### config.mk
export PLATFORM = sky130hd
export DESIGN_NAME = toggle_to_pulse_rx
export DESIGN_NICKNAME = d
export VERILOG_FILES = /design/src/rtl/toggle_to_pulse_rx.sv
export SDC_FILE = /design/constraint.sdc
export NUM_CORES = 1
export LEC_CHECK = 0
export ABC_CLOCK_PERIOD_IN_PS = 5650
export BUFFER_PORTS_ARGS = -buffer_cell sky130_fd_sc_hd__buf_2
export CORE_MARGIN = 1
export CORE_UTILIZATION = 45
export CTS_CLUSTER_DIAMETER = 200
export CTS_CLUSTER_SIZE = 12
export DETAILED_ROUTE_END_ITERATION = 7
export GPL_ROUTABILITY_DRIVEN = 0
export GPL_TIMING_DRIVEN = 0
export SYNTH_ARGS = -nofsm -noshare
export SYNTH_HDL_FRONTEND = slang
export SYNTH_SLANG_ARGS = --single-unit
export TNS_END_PERCENT = 1
### constraint.sdc
create_clock -name clk -period 5.65 [get_ports clk]
set_input_delay 0.565 -clock clk [delete_from_list [all_inputs] [get_ports clk]]
set_output_delay 0.565 -clock clk [all_outputs]
set_load 0.01 [all_outputs]
### src/rtl/toggle_to_pulse_rx.sv
// toggle_to_pulse_rx
// Receive end of a toggle-based clock-domain crossing. The incoming toggle
// level is synchronized, each level change becomes a one-cycle pulse, and
// the bundled data word is captured into a small show-ahead FIFO that is
// drained through a valid/ready interface.
module toggle_to_pulse_rx #(
   parameter int DATA_W      = 8,
   parameter int SYNC_STAGES = 2,
   parameter int DEPTH       = 4,
   parameter int CNT_W       = 16
) (
   input  logic              clk,
   input  logic              rst_n,
   input  logic              toggle_in,
   input  logic [DATA_W-1:0] data_in,
   output logic              pulse_out,
   output logic              out_valid,
   output logic [DATA_W-1:0] out_data,
   input  logic              out_ready,
   output logic              overflow,
   output logic [CNT_W-1:0]  event_count
);

   localparam int AW = (DEPTH > 1) ? $clog2(DEPTH) : 1;

   // Two-state controller: INIT absorbs whatever level the toggle already
   // has when reset is released, RUN turns level changes into events.
   localparam logic [0:0] ST_INIT = 1'b0;
   localparam logic [0:0] ST_RUN  = 1'b1;

   // INIT lasts SYNC_STAGES+1 cycles: long enough for the synchronizer to
   // fill and for r_prev to copy the settled level.
   localparam logic [2:0] INIT_LAST = 3'(SYNC_STAGES);

   // Synchronizer and edge detection
   logic [SYNC_STAGES-1:0] r_sync;
   logic                   r_prev;
   logic [0:0]             r_state;
   logic [2:0]             r_init_cnt;

   // Event outputs
   logic                   r_pulse;
   logic [CNT_W-1:0]       r_event_count;
   logic                   r_overflow;

   // FIFO storage and pointers (extra MSB distinguishes full from empty)
   logic [DATA_W-1:0]      r_mem [DEPTH];
   logic [AW:0]            r_wr_ptr;
   logic [AW:0]            r_rd_ptr;
   logic                   r_out_valid;
   logic [DATA_W-1:0]      r_out_data;

   logic                   w_sync_q;
   logic                   w_edge;
   logic                   w_full;
   logic                   w_pop;
   logic                   w_push;
   logic [AW:0]            w_wr_ptr_next;
   logic [AW:0]            w_rd_ptr_next;
   logic                   w_valid_next;
   logic [DATA_W-1:0]      w_head_next;

   // Edge detect, FIFO handshake and next-head selection
   always_comb begin
      w_sync_q      = r_sync[SYNC_STAGES-1];
      w_edge        = (r_state == ST_RUN) && (w_sync_q != r_prev);
      w_full        = (r_wr_ptr[AW] != r_rd_ptr[AW]) &&
                      (r_wr_ptr[AW-1:0] == r_rd_ptr[AW-1:0]);
      w_pop         = r_out_valid && out_ready;
      // A full FIFO still accepts an event when the head leaves this cycle.
      w_push        = w_edge && (!w_full || w_pop);
      w_wr_ptr_next = w_push ? (r_wr_ptr + (AW+1)'(1)) : r_wr_ptr;
      w_rd_ptr_next = w_pop  ? (r_rd_ptr + (AW+1)'(1)) : r_rd_ptr;
      w_valid_next  = (w_wr_ptr_next != w_rd_ptr_next);
      // If the new head is the slot being written right now, bypass the
      // memory so out_data shows the incoming word on the same edge.
      if (w_push && (w_rd_ptr_next == r_wr_ptr)) begin
         w_head_next = data_in;
      end else begin
         w_head_next = r_mem[w_rd_ptr_next[AW-1:0]];
      end
   end

   // Shift the asynchronous toggle through the synchronizer chain
   always_ff @(posedge clk or negedge rst_n) begin
      if (!rst_n) begin
         r_sync <= '0;
      end else begin
         r_sync <= {r_sync[SYNC_STAGES-2:0], toggle_in};
      end
   end

   // Controller: track the synchronized level and leave INIT after settling
   always_ff @(posedge clk or negedge rst_n) begin
      if (!rst_n) begin
         r_state    <= ST_INIT;
         r_init_cnt <= 3'd0;
         r_prev     <= 1'b0;
      end else begin
         r_prev <= w_sync_q;
         if (r_state == ST_INIT) begin
            if (r_init_cnt == INIT_LAST) begin
               r_state <= ST_RUN;
            end else begin
               r_init_cnt <= r_init_cnt + 3'd1;
            end
         end
      end
   end

   // Event pulse, wrapping event counter and sticky overflow flag
   always_ff @(posedge clk or negedge rst_n) begin
      if (!rst_n) begin
         r_pulse       <= 1'b0;
         r_event_count <= '0;
         r_overflow    <= 1'b0;
      end else begin
         r_pulse <= w_edge;
         if (w_edge) begin
            r_event_count <= r_event_count + CNT_W'(1);
         end
         if (w_edge && w_full && !w_pop) begin
            r_overflow <= 1'b1;
         end
      end
   end

   // FIFO pointers and registered show-ahead head word
   always_ff @(posedge clk or negedge rst_n) begin
      if (!rst_n) begin
         r_wr_ptr    <= '0;
         r_rd_ptr    <= '0;
         r_out_valid <= 1'b0;
         r_out_data  <= '0;
      end else begin
         r_wr_ptr    <= w_wr_ptr_next;
         r_rd_ptr    <= w_rd_ptr_next;
         r_out_valid <= w_valid_next;
         if (w_valid_next) begin
            r_out_data <= w_head_next;
         end
      end
   end

   // FIFO storage write; contents need no reset since pointers gate them
   always_ff @(posedge clk) begin
      if (w_push) begin
         r_mem[r_wr_ptr[AW-1:0]] <= data_in;
      end
   end

   assign pulse_out   = r_pulse;
   assign out_valid   = r_out_valid;
   assign out_data    = r_out_data;
   assign overflow    = r_overflow;
   assign event_count = r_event_count;

endmodule
# Word-level counts from Yosys, hierarchy flattened
# Memory sizes are Yosys's and may differ from the RTL's.
# Cells that the tools add are included.
# Widths: inputs -> output; s select.
# classes
eq_ne	6
muxes	7
n_bitwise	2
reduce_logical	11
n_addsub	4
# ops
operator	n
$add 16x1->16 const B	1
$add 3x1->3 const B	3
$mux 8	1
$logic_and 1x1->1	7
$mux 3	2
$mux 1	4
$eq 3x2->1 const B	1
$eq 3x3->1	1
$ne 3x3->1	1
$eq 2x2->1	1
$logic_not 1->1	2
$ne 1x1->1	2
$not 1->1	2
$reduce_and 2->1	1
$logic_or 1x1->1	1
# totals
out_inout_bits	27
regBits	40
n_memories	1
mem_bits_rw	32
# mem_list
name	words	width	rd	rd_clocked_by_memory_dff	write_ports	line_no	source
r_mem	4	8	1	0	1	47	logic [DATA_W-1:0] r_mem [DEPTH];

# Depth between registers and ports, before layout
# Gate-level depths: netlist of run 1.
# logic_depth
word_depth	7
ltp_mapped	7
ltp_nobuf	7

# Least setup slack after synthesis of run 1
# Ideal clock, no wire load.
# synth_timing
path_kind	input-to-reg
from	input out_ready
to	register r_out_data[4], in the netlist out_data[4]
setup_ns	0.125
cell_stages	7
setup_slack_ns	3.307
arrival_time_ns	2.218
path_buffers	1
path_cell_list	nand2_1 -> xor2_2 -> buf_2 -> mux2i_1 -> mux2i_1 -> mux2_2 -> mux2_2
# synth_via
elab_chain_len	5
# synth_lines
element	line_no	source
start, declared	19	input logic out_ready,
$logic_and 1x1->1 (*)	69	w_pop = r_out_valid && out_ready;
branches (longest 4 deep; another with $mem_v2 4x8)	-	
end signal, assigned	140	r_out_data <= w_head_next;
end, declared	51	logic [DATA_W-1:0] r_out_data;
# Mark *: on every way between the ends.
# A chain may end at the register's enable or synchronous reset.

# Worst setup path after layout of run 1
# layout_timing
from	register r_out_valid, in the netlist out_valid
to	register r_out_data[7], in the netlist out_data[7]
# layout_via
elab_chain_len	5
# layout_lines
element	line_no	source
start, declared	50	logic r_out_valid;
start signal, assigned	138	r_out_valid <= w_valid_next;
$logic_and 1x1->1 (*)	69	
branches (longest 4 deep; another with $mem_v2 4x8)	-	
# Marks and branches as above.

==> impl_metrics.yaml, run 1 <==
route:
  drt-initial-drc-count: 62
  via_count: 1751
  wl_per_cell_um: 15.2
  route.detailed.drc: 0
  drtPass1Iterations: 4
  final_antenna_net_count: 0
  routed_wirelength_um: 5280
  vias_per_cell: 5.05
timing:
  period_minus_slack_ps: 2530
  finalSetupViolations: 0
  drv_slew: 0
  period_share_pct: 44.9
  slew_headroom_pct: 39.8
  fin_skew_ps: 9.51
  hold_violations: 0
  clock.fmax_ghz: 0.394
  rsz0062_at_grt: "no"
  timing.setup.tns_ps: 0
  worstMarginPinSlew_ps: 903
cts:
  cts_buffer_depth: 2
  ctsResizeCount: 0
  worstSkewPairLatency_ps: 330
  post_cts_buffers: 0
  root_buffer: "clkbuf_8"
  h-tree-depth: 3
  ctsHoldBuffers: 0
  clk_pin_slew_worst_paths_ps: 70
  cts_tree: "yes"
  cts_buffers: 9
  clkSinkCount: 72
worst_hold_path:
  hold_start: "toggle_in"
  min_to: "r_sync[0]"
  hold_class: "in2reg"
  min_path_cells: 1
final_layout:
  stdcell_count: 347
  area_delta_synth_final_pct: 14.9
  diodes: 0
  layout-drive-gt1-share_pct: 28.1
  nFillCells: 580
  layout.nets: 285
  final_cell_mix: "buf_2, dfrtp_1, edfxtp_1, mux2i_1, xnor2_1"
  final_common_cell: "buf_2"
logic_synthesis:
  synth_adder_area_share_pct: 3.23
  synth_ff_type: "dfrtp_1"
  ys.warnings.count: 0
  synthCells: 216
  synth.distinct_cells: 27
  synth.area.mux_share_pct: 13.9
  synth_edf_count: 32
  syn-cell-area_sq_um: 3100
  synth_top_family_by_area: "multiplexers"
  async_flop_share_pct: 55.6
  yosys.area_share.xor_xnor_pct: 8.96
  synthSimpleGateAreaFrac_pct: 7.06
  synth_compound_area_share_pct: 1.82
  ys_seq_elements: 72
  syn_nets: 236
  syn_avg_cell_area_sq_um: 14.4
  yosysSeqAreaShare_pct: 63.3
setup_path:
  slowest_stage: "xor2_2"
  regToRegStartpoint: "out_valid"
  reg2reg_to: "out_data[7]"
  slowest_delay_ps: 550
  endpoint_kind: "flop"
  path_cells: "nand2_1, xor2_2, buf_2, mux2i_1, mux2i_1, mux2_2, mux2_2"
  ff2ff_path_depth: 7
  path_max_fanout: 10
  regToRegSetupSlack_ps: 3120
  worstSetupStartpointType: "flop"
  cp.required_ps: 5870
  cp.arrival_ps: 2760
  path_class: "reg2reg"
pwr:
  power_uw: 1910
  power_density_nw_per_um2: 536
  power_leakage_uw: 0.00155
  ir_drop_mv: 0.251
floorplanning:
  rows: 29
  fp.dieH_um: 85.0
  core_area_sq_um: 6490
  fp.dieW_um: 85.0
  ioPinCount: 39
  die_area_sq_um: 7230
  start_util_pct: 47.8
global_routing:
  antenna_found_initial: 0
  grt_max_degree: 41
  track_usage_pct: 16.4
  grt-ovfl-total: 0
  grt_pass1_wl_um: 8780
  grt_pass1_vias: 1752
placement:
  dp_cells: 331
  port_buffers: 38
  hpwl_um: 3530
outcome:
  status: "completed"
job:
  drv_cap: 0
-- worst max-delay path by stage --
stage / cells after the start / start / slack, ps / end
floorplan: 7 / out_ready / 3310 / out_data[4]
global route: 7 / out_valid / 2920 / out_data[3]
global placement: 8 / out_ready / 2800 / out_data[4]
CTS: 7 / out_valid / 3060 / out_data[2]
finish: 7 / out_valid / 3120 / out_data[7]
detailed placement: 8 / out_ready / 2790 / out_data[5]
-- synthesized netlist by cell type (3+ instances only) --
| cell type | n | area share, % |
|---|---|---|
| mux2i_1 | 25 | 8.1 |
| xnor2_1 | 19 | 5.4 |
| edfxtp_1 | 32 | 31 |
| and2_1 | 4 | 0.81 |
| nor3_1 | 3 | 0.48 |
| nand4_1 | 3 | 0.61 |
| xor2_1 | 9 | 2.5 |
| nor2_1 | 8 | 0.97 |
| nand3_1 | 7 | 1.1 |
| inv_1 | 11 | 1.3 |
| mux2_2 | 16 | 5.8 |
| nand2_1 | 14 | 1.7 |
| ha_1 | 8 | 3.2 |
| buf_2 | 3 | 0.48 |
| dfrtp_1 | 40 | 32 |
-- where the power goes --
| part | switching [uW] | internal [uW] |
|---|---|---|
| Sequential | 79.6 | 691 |
| Combinational | 393 | 387 |
| Clock | 176 | 182 |
-- worst max-delay path, delay by kind of cell (launching register included) --
kind,cells,cell delay (ps)
and+or+nand+nor,1,200
buffers and inverters,1,440
DFF,1,400
xor gates and xnor gates,1,550
muxes,4,840
-- state kept, by name, summed over array words and instances (netlist names) --
name / cells
r_mem: 32
event_count: 16
out_data: 8
r_init_cnt: 3
r_rd_ptr: 3
r_wr_ptr: 3
r_sync: 2
out_valid: 1
overflow: 1
pulse_out: 1
r_prev: 1
r_state: 1
-- per-layer routing --
metal  share of wire (%)  vias to the layer above  GRT usage, %  routed length [um]
met5                   0                        -             0                   0
met4                 1.6                        0          7.86                  87
met3                 3.2                       11          3.79                 169
met2                  47                       32          25.4                2500
met1                  48                      859          21.9                2530
li1                    -                      849             -                   -
-- cell families after synthesis --
group	Yosys count
compound gates	7
mux	41
simple gates	44
fa+ha+maj	8
xor+xnor	30
flops	72
buf+inv	14
-- through the flow --
stage	cell area, sq um	setup slack, ps	util, %	hold slack, ps
after global routing	3560	2920	54.9	320
after detailed placement	3390	2790	52.2	340
after CTS	3560	3060	54.9	322
after floorplan	3100	3310	-	269
after global placement	3390	2800	52.2	336
final	3560	3120	54.9	338
-- layout make-up --
type | count | area [sq um] | share of cell area [%]
flip-flops and latches | 72 | 1960 | 55.1
multi-input cells | 130 | 1080 | 30.4
repair buffers | 38 | 190 | 5.34
clock buffers | 13 | 159 | 4.46
well taps | 77 | 96.3 | 2.70
inverters | 11 | 41.3 | 1.16
clock inverters | 3 | 16.3 | 0.456
plain buffers | 3 | 15.0 | 0.421
Note: power is estimated with default switching activity, not from simulation.
==> run 2: changes to the inputs <==
--- a/config.mk
+++ b/config.mk
@@ -5,7 +5,7 @@
 export SDC_FILE = /design/constraint.sdc
 export NUM_CORES = 1
 export LEC_CHECK = 0
-export ABC_CLOCK_PERIOD_IN_PS = 5650
+export ABC_CLOCK_PERIOD_IN_PS = 2600
 export BUFFER_PORTS_ARGS = -buffer_cell sky130_fd_sc_hd__buf_2
 export CORE_MARGIN = 1
 export CORE_UTILIZATION = 45
==> constraint.sdc (replaced) <==
create_clock -name clk -period 2.6 [get_ports clk]
set_input_delay 0.26 -clock clk [delete_from_list [all_inputs] [get_ports clk]]
set_output_delay 0.26 -clock clk [all_outputs]
set_load 0.01 [all_outputs]
==> impl_metrics.yaml, run 2 (synthesized netlist as in run 1, its figures left out) <==
cts:
  cts_buffer_depth: 2
  h-tree-depth: 3
  worstSkewPairLatency_ps: 330
  post_cts_buffers: 0
  cts_tree: "yes"
  cts_buffers: 9
  root_buffer: "clkbuf_8"
  clkSinkCount: 72
  clk_pin_slew_worst_paths_ps: 70
setup_path:
  slowest_delay_ps: 470
  endpoint_kind: "flop"
  critPathTopFamily: "multiplexers"
  slowest_stage: "dfrtp_1"
  cp.arrival_ps: 2620
  path_class: "reg2reg"
  cp.required_ps: 2820
  path_max_fanout: 10
  cp_num_buf_inv: 1
  worstSetupStartpointType: "flop"
  path_cells: "ha_1, mux2i_1, buf_2, xnor2_1, a21oi_4, mux2_2"
floorplanning:
  fp.dieH_um: 85.0
  core_area_sq_um: 6490
  start_util_pct: 47.8
  ioPinCount: 39
  fp.dieW_um: 85.0
  die_area_sq_um: 7230
  rows: 29
route:
  final_antenna_net_count: 0
  drt-initial-drc-count: 63
  vias_per_cell: 5.05
  wl_per_cell_um: 15.2
  route.detailed.drc: 0
  routed_wirelength_um: 5270
  via_count: 1754
  drtPass1Iterations: 4
global_routing:
  grt_max_degree: 41
  grt_pass1_vias: 1752
  grt_pass1_wl_um: 8780
  track_usage_pct: 16.4
  grt-ovfl-total: 0
  antenna_found_initial: 0
timing:
  fin_skew_ps: 10.1
  finalSetupViolations: 0
  timing.setup.tns_ps: 0
  hold_slack_ps: 35.0
  clock.fmax_ghz: 0.416
  period_minus_slack_ps: 2400
  worstMarginPinSlew_ps: 908
  rsz0062_at_grt: "no"
  hold_violations: 0
  drv_slew: 0
  period_share_pct: 92.4
  slew_headroom_pct: 39.5
final_layout:
  layout-drive-gt1-share_pct: 28.5
  nFillCells: 578
  area_delta_synth_final_pct: 15.3
  layout.nets: 285
  diodes: 0
  largest_register_ffs: 32
  final_cell_mix: "buf_2, dfrtp_1, edfxtp_1, mux2i_1, xnor2_1"
  final_common_cell: "buf_2"
worst_hold_path:
  hold_class: "in2reg"
pwr:
  ir_drop_mv: 0.546
  power_density_nw_per_um2: 1160
  power_leakage_uw: 0.00155
job:
  drv_cap: 0
placement:
  hpwl_um: 3530
  port_buffers: 38
outcome:
  status: "completed"
[run 2: worst paths after layout]
kind                                  start             end  slack (ps)  cells after the start
worst max-delay path            r_rd_ptr[0]     out_data[2]         200                      6
worst min-delay path              toggle_in       r_sync[0]          30                      1
worst max register to register  r_rd_ptr[0]     out_data[2]         200                      6
worst min register to register    r_sync[0]       r_sync[1]         350                      0
max in group asynchronous             rst_n  event_count[9]        1970                      1
min in group asynchronous             rst_n     r_rd_ptr[2]          60                      1
[run 2: metrics by stage]
step | cells | setup slack (ps) | cell area, sq um | total power, uW | util [%]
floorplan | 216 | 373 | 3100 | 2980 | -
global placement | 331 | 31.7 | 3390 | 3410 | 52.2
detailed placement | 331 | 19.0 | 3390 | 3440 | 52.2
CTS | 347 | 13.2 | 3560 | 4220 | 54.9
global route | 347 | 40.7 | 3580 | 4440 | 55.1
finish | 347 | 196 | 3580 | 4160 | 55.1
[run 2: timing repair]
action,in CTS,in global routing
endpoints found under the hold margin,0,0
hold buffers,0,0
resized for setup,0,2
endpoints found under the setup margin,0,8
[run 2: layout make-up]
cell class / count / area, sq um / area share (%)
plain buffers: 3 / 15.0 / 0.420
flip-flops and latches: 72 / 1960 / 54.8
multi-input cells: 130 / 1100 / 30.7
inverters: 11 / 41.3 / 1.15
clock buffers: 13 / 159 / 4.44
well taps: 77 / 96.3 / 2.69
clock inverters: 3 / 16.3 / 0.455
repair buffers: 38 / 190 / 5.32
[run 2: metal layers]
| metal | vias up | GRT usage (%) | routed length (um) |
|---|---|---|---|
| li1 | 851 | - | - |
| met1 | 863 | 21.9 | 2530 |
| met2 | 29 | 25.4 | 2490 |
| met3 | 11 | 3.79 | 162 |
| met4 | 0 | 7.86 | 92 |
| met5 | - | 0 | 0 |
[run 2: where the power goes]
part / switching [uW] / internal, uW
combinational: 857 / 848
sequential: 179 / 1500
clock: 382 / 395
total: 1420 / 2740
